`config.mk`:
```
export PLATFORM = sky130hd
export DESIGN_NAME = door_lock_ctrl
export DESIGN_NICKNAME = d
export VERILOG_FILES = /design/src/rtl/door_lock_pkg.sv /design/src/rtl/door_lock_ctrl_timer.sv /design/src/rtl/door_lock_ctrl.sv
export SDC_FILE = /design/constraint.sdc
export NUM_CORES = 1
export LEC_CHECK = 0
export ABC_AREA = 1
export CAP_MARGIN = 0
export CELL_PAD_IN_SITES_DETAIL_PLACEMENT = 0
export CELL_PAD_IN_SITES_GLOBAL_PLACEMENT = 1
export CORE_MARGIN = 3
export CORE_UTILIZATION = 49
export CTS_CLUSTER_SIZE = 25
export DETAILED_ROUTE_END_ITERATION = 7
export DONT_BUFFER_PORTS = 1
export GPL_TIMING_DRIVEN = 0
export PLACE_DENSITY = 0.95
export SETUP_SLACK_MARGIN = 0.5
export SYNTH_ARGS = -nofsm -noshare
export SYNTH_HDL_FRONTEND = slang
export SYNTH_SLANG_ARGS = --single-unit
```
`constraint.sdc`:
```
create_clock -name clk -period 2.65 [get_ports clk]
set_clock_uncertainty 0.1 [all_clocks]
set_input_delay 0.3975 -clock clk [delete_from_list [all_inputs] [get_ports clk]]
set_output_delay 0.3975 -clock clk [all_outputs]
set_load 0.01 [all_outputs]
```
`src/rtl/door_lock_pkg.sv`:
```
// Shared types and width helpers for the door lock access-control slice.
package door_lock_pkg;

  typedef enum logic [1:0] {
    IDLE    = 2'd0,
    OPEN    = 2'd1,
    LOCKOUT = 2'd2
  } state_e;

  function automatic int fail_w(input int max_fail);
    return $clog2(max_fail + 1);
  endfunction

  // A single counter serves both timed states, so it is sized for the longer one.
  function automatic int timer_w(input int open_cycles, input int lock_cycles);
    int longest;
    longest = (open_cycles > lock_cycles) ? open_cycles : lock_cycles;
    return ($clog2(longest) < 1) ? 1 : $clog2(longest);
  endfunction

endpackage

```
`src/rtl/door_lock_ctrl_timer.sv`:
```
// Loadable down-counter shared by the OPEN and LOCKOUT states; clr beats load.
module lock_timer #(
  parameter int W = 1
) (
  input  logic         clk,
  input  logic         rst,
  input  logic         load,
  input  logic [W-1:0] load_val,
  input  logic         clr,
  output logic         zero
);

  logic [W-1:0] cnt;

  // NOTE: sequential state is written with <= only, so every flop samples pre-edge values.
  always_ff @(posedge clk) begin
    if (rst)              cnt <= '0;
    else if (clr)         cnt <= '0;
    else if (load)        cnt <= load_val;
    else if (cnt != '0)   cnt <= cnt - W'(1);
  end

  assign zero = (cnt == '0);

endmodule

```
`src/rtl/door_lock_ctrl.sv`:
```
// Access-control FSM downstream of the password comparator: door open, failure
// counting with lockout/alarm, and a keypad entry-clear pulse.
module door_lock_ctrl
  import door_lock_pkg::*;
#(
  parameter int OPEN_CYCLES = 50_000_000,
  parameter int LOCK_CYCLES = 500_000_000,
  parameter int MAX_FAIL    = 3
) (
  input  logic                       clk,
  input  logic                       rst,
  input  logic                       sharp,
  input  logic                       pw_match,
  input  logic                       admin_clr,
  output logic                       door_open,
  output logic                       alarm,
  output logic [fail_w(MAX_FAIL)-1:0] fail_cnt,
  output logic                       clr_entry
);

  localparam int FW = fail_w(MAX_FAIL);
  localparam int TW = timer_w(OPEN_CYCLES, LOCK_CYCLES);

  localparam logic [1:0]    ST_IDLE    = IDLE;
  localparam logic [1:0]    ST_OPEN    = OPEN;
  localparam logic [1:0]    ST_LOCKOUT = LOCKOUT;
  localparam logic [FW-1:0] FAIL_MAX   = FW'(MAX_FAIL);
  localparam logic [TW-1:0] OPEN_LOAD  = TW'(OPEN_CYCLES - 1);
  localparam logic [TW-1:0] LOCK_LOAD  = TW'(LOCK_CYCLES - 1);

  logic          sharp_q;
  logic          sub;
  logic [1:0]    state, state_nxt;
  logic [FW-1:0] fail_nxt;
  logic          clr_nxt;
  logic          tmr_load, tmr_clr, tmr_zero;
  logic [TW-1:0] tmr_val;

  assign sub = sharp & ~sharp_q;

  lock_timer #(.W(TW)) u_timer (
    .clk      (clk),
    .rst      (rst),
    .load     (tmr_load),
    .load_val (tmr_val),
    .clr      (tmr_clr),
    .zero     (tmr_zero)
  );

  always_comb begin
    // NOTE: every output of this block gets a default first, so no path can infer a latch.
    state_nxt = state;
    fail_nxt  = fail_cnt;
    tmr_load  = 1'b0;
    tmr_val   = '0;
    tmr_clr   = 1'b0;
    clr_nxt   = sub && (state != ST_LOCKOUT);

    if (admin_clr) begin
      state_nxt = ST_IDLE;
      fail_nxt  = '0;
      tmr_clr   = 1'b1;
      clr_nxt   = 1'b0;
    end else begin
      case (state)
        ST_IDLE: begin
          if (sub && pw_match) begin
            state_nxt = ST_OPEN;
            fail_nxt  = '0;
            tmr_load  = 1'b1;
            tmr_val   = OPEN_LOAD;
          end else if (sub) begin
            fail_nxt = (fail_cnt == FAIL_MAX) ? FAIL_MAX : fail_cnt + FW'(1);
            if (fail_nxt == FAIL_MAX) begin
              state_nxt = ST_LOCKOUT;
              tmr_load  = 1'b1;
              tmr_val   = LOCK_LOAD;
            end
          end
        end
        // Expiry and a manual relock both land in IDLE; clr_entry still follows sub.
        ST_OPEN: begin
          if (tmr_zero || sub) begin
            state_nxt = ST_IDLE;
            tmr_clr   = 1'b1;
          end
        end
        ST_LOCKOUT: begin
          if (tmr_zero) begin
            state_nxt = ST_IDLE;
            fail_nxt  = '0;
          end
        end
        default: begin
          state_nxt = ST_IDLE;
          fail_nxt  = '0;
          tmr_clr   = 1'b1;
        end
      endcase
    end
  end

  always_ff @(posedge clk) begin
    if (rst) begin
      sharp_q   <= 1'b0;
      state     <= ST_IDLE;
      fail_cnt  <= '0;
      clr_entry <= 1'b0;
    end else begin
      sharp_q   <= sharp;
      state     <= state_nxt;
      fail_cnt  <= fail_nxt;
      clr_entry <= clr_nxt;
    end
  end

  assign door_open = (state == ST_OPEN);
  assign alarm     = (state == ST_LOCKOUT);

endmodule

```
==> results.json, run 1 <==
{
  "ios": 10,
  "muxShareOfSynthArea_pct": 0,
  "dp_hpwl_um": 4370,
  "drt_iter0_markers": 175,
  "reg2reg_slack_ns": 0.74,
  "hold_buffers": 0,
  "outcome": "finished, final reports clean",
  "fillCellCount": 465,
  "yosys.area.top_type": "dfxtp_1",
  "clock-root-buffer": "clkbuf_8",
  "drive_above_1_share_pct": 21.2,
  "syn_area_per_cell_um2": 6.42,
  "r2r-start": "u_timer.cnt[0]",
  "crit_path_end_kind": "flip-flop",
  "globalplace.congestion": 0.888,
  "syn-num-nets": 376,
  "grt-ovfl-total": 0,
  "htreeDepth": 2,
  "synthXorXnorAreaFrac_pct": 1.48,
  "final_cell_mix": "nand2_1 (92), nor2_1 (63), dfxtp_1 (35)",
  "portBuffers": 0,
  "ys_seq_elements": 35,
  "dr.pass1.iters": 4,
  "die_h_um": 75.5,
  "final_common_cell": "nand2_1",
  "synth_compound_area_share_pct": 7.77,
  "grt_pass1_vias": 1871,
  "hold_viol_final": 0,
  "relSlewSlack_pct": 69.4,
  "clkLatencyLatePin_ns": 0.28,
  "drv_slew": 0,
  "r2r_cells": 11,
  "cts_tree": "done",
  "synth_seq_area_share_pct": 29.6,
  "synthSimpleGateAreaFrac_pct": 51.2,
  "drv_cap": 0,
  "finalCritPeriodShare_pct": 72.2,
  "n_antenna_cell": 0,
  "synth_top_area_share_pct": 29.6,
  "final_cell_area_um2": 2510,
  "worstHoldEndpoint": "sharp_q",
  "post-cts-setup-buffers": 0,
  "finalCriticalPeriod_ns": 1.91,
  "grt_max_degree": 11,
  "synth_area_leaders": "dfxtp_1 (30%), nand2_1 (15%), nor2_1 (10%), nor2_2 (6.3%), nand3_1 (5.7%)",
  "critical_path.max_fanout": 6,
  "vias": 2206,
  "fmax_mhz": 523,
  "synth_top_family_by_area": "simple AND/OR/NAND/NOR gates",
  "antenna_found_initial": 0,
  "die_x_um": 75.5,
  "area_growth_pct": 6.18,
  "cp-start-kind": "flip-flop",
  "regArea_um2": 701,
  "hp-start": "rst",
  "whs_path_depth": 1,
  "routed_wl_um": 5690,
  "multi_input_area_um2": 1460,
  "ys_types": 31,
  "synth_fa_ha_area_share_pct": 1.06,
  "row_count": 24,
  "cts_buffers": 5,
  "r2r_end": "u_timer.cnt[26]",
  "wl_per_cell_um": 13.3,
  "yosysWarnings": 0,
  "placed_cell_area_um2": 2430,
  "viasPerCell": 5.14,
  "path_class": "flip-flop to flip-flop",
  "ant_nets": 0,
  "clock_path_buffers": 2,
  "post-route-drc-count": 0,
  "cts_resized": 0,
  "tightest_slew_ns": 0.457,
  "grt_usage_pct": 21.2,
  "syn_inst": 369,
  "die-area_um2": 5700,
  "grt_first_pass_wirelength_um": 9140,
  "critPathRequiredTime_ns": 2.73,
  "start_util_pct": 52.6,
  "fin_setup_tns_ns": 0,
  "worstHoldPathType": "input port to flip-flop",
  "finalSetupViolations": 0,
  "clk_pin_slew_ns": 0.07,
  "synthesis.area_um2": 2370,
  "cts_sinks": 35,
  "cp.arrival_ns": 1.99,
  "core_area_um2": 4500,
  "rsz0062_at_grt": "false",
  "fin_nets": 383
}
[cell type report]
cell class / count / area share [%]
Buffer: 4 / 1.59
Clock buffer: 7 / 3.04
Clock inverter: 1 / 0.199
Inverter: 45 / 6.82
Multi-Input combinational cell: 285 / 57.9
Sequential cell: 35 / 27.9
Tap cell: 52 / 2.59
[sequential cells by signal, summed over array words and instances (netlist names)]
signal,flops
clr_entry,1
fail_cnt,2
sharp_q,1
state,2
u_timer.cnt,29
[per-stage QoR]
| step | std cells | utilization (%) | hold slack (ns) | setup slack [ns] |
|---|---|---|---|---|
| 3_3_place_gp | 421 | 54.0 | 0.364 | 0.794 |
| 2_1_floorplan | 369 | - | 0.355 | 1.05 |
| 3_5_place_dp | 421 | 54.0 | 0.372 | 0.756 |
| 6_report | 429 | 55.8 | 0.0727 | 0.737 |
| 4_1_cts | 429 | 55.8 | 0.0715 | 0.730 |
| 5_1_grt | 429 | 55.8 | 0.0612 | 0.592 |
[Yosys cell counts]
cell      number
nand2_1       92
nor2_1        63
dfxtp_1       35
inv_1         32
nand3_1       27
nor2_2        24
a21oi_1       14
inv_2         12
o21ai_0        9
nand2_2        7
nand4_1        6
nand2_4        5
nand3_2        5
nor2_4         5
nor3_1         5
a21oi_2        4
or2_2          4
xor2_1         3
a31oi_1        2
buf_2          2
buf_8          2
ha_1           2
and2_1         1
inv_4          1
nand3b_1       1
nor2_8         1
nor3_4         1
o21a_1         1
o21ai_1        1
o21ai_2        1
xnor2_1        1
[per-layer routing]
layer	global-route usage, %	share of wire [%]	vias up
li1	-	-	1169
met1	31.9	49	984
met2	32.0	45	49
met3	4.09	6.1	4
met4	3.30	0.54	0
met5	0	0	-
[worst max-delay path: stages (launching register included)]
cell and delay [ns]:
dfxtp_1 0.31, inv_1 0.11, ha_1 0.23, nand3_2 0.14, nor2_2 0.25, nand2_1 0.14, nor2_2 0.20, nand3_1 0.09
nand3_1 0.09, nand2_1 0.05, inv_1 0.06, nor2_2 0.03
[cells by family (layout without fill, tap and decap cells)]
group	count (synthesis)	in the layout
buffers and inverters	49	57
and+or+nand+nor	247	247
AOI/OAI and AO/OA	32	32
DFF	35	35
xor gates and xnor gates	4	4
adders and majority gates	2	2
[how the worst max path moves through the flow]
stage | start | end | slack, ns | depth (start not counted)
floorplan | u_timer.cnt[0] | u_timer.cnt[26] | 1.05 | 11
detailed placement | u_timer.cnt[0] | u_timer.cnt[26] | 0.76 | 11
global placement | u_timer.cnt[0] | u_timer.cnt[26] | 0.79 | 11
global route | u_timer.cnt[0] | u_timer.cnt[26] | 0.59 | 12
finish | u_timer.cnt[0] | u_timer.cnt[26] | 0.74 | 11
CTS | u_timer.cnt[0] | u_timer.cnt[26] | 0.73 | 12
Power of run 1 is left out: the tool's default activity adds up to more than one toggle a clock period on the data nets, which glitch-free logic cannot reach.
==> run 2, diff against run 1 <==
--- a/config.mk
+++ b/config.mk
@@ -10,12 +10,12 @@
 export CELL_PAD_IN_SITES_DETAIL_PLACEMENT = 0
 export CELL_PAD_IN_SITES_GLOBAL_PLACEMENT = 1
 export CORE_MARGIN = 3
-export CORE_UTILIZATION = 49
+export CORE_UTILIZATION = 45
 export CTS_CLUSTER_SIZE = 25
 export DETAILED_ROUTE_END_ITERATION = 7
 export DONT_BUFFER_PORTS = 1
 export GPL_TIMING_DRIVEN = 0
-export PLACE_DENSITY = 0.95
+export PLACE_DENSITY = 0.91
 export SETUP_SLACK_MARGIN = 0.5
 export SYNTH_ARGS = -nofsm -noshare
 export SYNTH_HDL_FRONTEND = slang
==> constraint.sdc (replaced) <==
create_clock -name clk -period 1.85 [get_ports clk]
set_clock_uncertainty 0.1 [all_clocks]
set_input_delay 0.2775 -clock clk [delete_from_list [all_inputs] [get_ports clk]]
set_output_delay 0.2775 -clock clk [all_outputs]
set_load 0.01 [all_outputs]
==> run 2 against run 1 <==
Flip-flop and latch count is the same. Core utilization grew 6.0 points. Non-clock buffer count grew 24. Count of clock-buffer cells in the layout is the same.
==> results.json, run 2 (synthesized netlist as in run 1, its figures left out) <==
{
  "largest_reg_flops": 29,
  "portBuffers": 0,
  "clkLatencyLatePin_ns": 0.29,
  "grt_usage_pct": 20.6,
  "fin_nets": 407,
  "die_h_um": 78.5,
  "finalSetupViolations": 0,
  "worstHoldPathType": "input port to flip-flop",
  "htreeDepth": 2,
  "outcome": "finished, final reports clean",
  "critical_path.max_fanout": 5,
  "finalCriticalPeriod_ns": 1.65,
  "final_cell_mix": "nand2_1 (88), nor2_1 (40), nor2_2 (35)",
  "grt_pass1_vias": 2132,
  "vias": 2418,
  "cts_tree": "done",
  "die_x_um": 78.5,
  "relSlewSlack_pct": 58.8,
  "start_util_pct": 48.2,
  "tightest_slew_ns": 0.616,
  "placed_cell_area_um2": 2520,
  "drv_cap": 0,
  "area_growth_pct": 28.2,
  "cp-start-kind": "flip-flop",
  "viasPerCell": 5.17,
  "critPathRequiredTime_ns": 1.97,
  "drt_iter0_markers": 119,
  "rsz0062_at_grt": "true",
  "antenna_found_initial": 0,
  "finalCritPeriodShare_pct": 89.1,
  "top_regs": "u_timer.cnt: 29 flops, fail_cnt: 2 flops, state: 2 flops",
  "cts_buffers": 5,
  "drive_above_1_share_pct": 40.6,
  "grt_first_pass_wirelength_um": 10000,
  "clk_pin_slew_ns": 0.07,
  "ios": 10,
  "path_class": "flip-flop to flip-flop",
  "dp_hpwl_um": 4540,
  "routed_wl_um": 6520,
  "final_cell_area_um2": 3030,
  "dr.pass1.iters": 4,
  "final_common_cell": "nand2_1",
  "crit_path_end_kind": "flip-flop",
  "post-route-drc-count": 0,
  "largest-register": "u_timer.cnt",
  "core_area_um2": 4910,
  "fmax_mhz": 607,
  "n_antenna_cell": 0,
  "wl_per_cell_um": 13.9,
  "fin_setup_tns_ns": 0,
  "grt_max_degree": 11,
  "ant_nets": 0,
  "cp.arrival_ns": 1.77,
  "clock_path_buffers": 2,
  "row_count": 25,
  "drv_slew": 0,
  "hold_viol_final": 0,
  "grt-ovfl-total": 0,
  "clock-root-buffer": "clkbuf_8",
  "globalplace.congestion": 0.893,
  "die-area_um2": 6170,
  "cts_sinks": 35
}
run 2: per-layer routing:
metal	global-route usage, %	up-vias	routed length, um
met3	3.67	17	312
met1	27.9	1111	2920
met5	0	-	0
met2	33.6	63	3160
li1	-	1227	-
met4	5.77	0	135
run 2: layout make-up:
class	instances	area, um^2
Clock buffer	7	76.3
Multi-Input combinational cell	285	1680
Timing Repair Buffer	24	221
Buffer	4	58.8
Clock inverter	1	5.00
Tap cell	67	83.8
Fill cell	468	1880
Inverter	45	184
Sequential cell	35	728
run 2: per-stage QoR:
stage / std cells / hold slack [ns] / util [%] / setup slack, ns
2_1_floorplan: 369 / 0.250 / - / 0.367
3_3_place_gp: 436 / 0.250 / 51.3 / 0.172
3_5_place_dp: 436 / 0.257 / 51.3 / 0.161
4_1_cts: 455 / 0.0116 / 55.9 / 0.209
5_1_grt: 468 / 0.0226 / 61.8 / 0.130
6_report: 468 / 0.0168 / 61.8 / 0.202
run 2: path summary, 6_finish.rpt:
path / cells past startpoint / endpoint / from / slack [ns]
hold / removal: 2 / sharp_q / sharp / 0.02
setup / recovery: 11 / u_timer.cnt[9] / u_timer.cnt[13] / 0.20
setup reg to reg: 11 / u_timer.cnt[9] / u_timer.cnt[13] / 0.20
hold reg to reg: 2 / u_timer.cnt[0] / u_timer.cnt[0] / 0.40
run 2: critical path: stages, from the launching register on:
cell and delay (ns):
dfxtp_1 0.43, nor2_4 0.06, nand2_2 0.11, inv_2 0.05, nand2_2 0.07, nor2_4 0.04, nand2_4 0.11, nand3_4 0.08
nand2_4 0.11, nand2_8 0.09, buf_12 0.18, nor3_4 0.14
run 2: repair_timing:
action / 4_1_cts / 5_1_grt
hold endpoints to repair: 1 / 0
cloned: 0 / 2
hold buffers: 1 / 0
gates resized for setup: 18 / 55
setup buffers: 10 / 11
pin swaps: 5 / 23
setup endpoints to repair: 34 / 35
Power of run 2 is left out for the same reason.
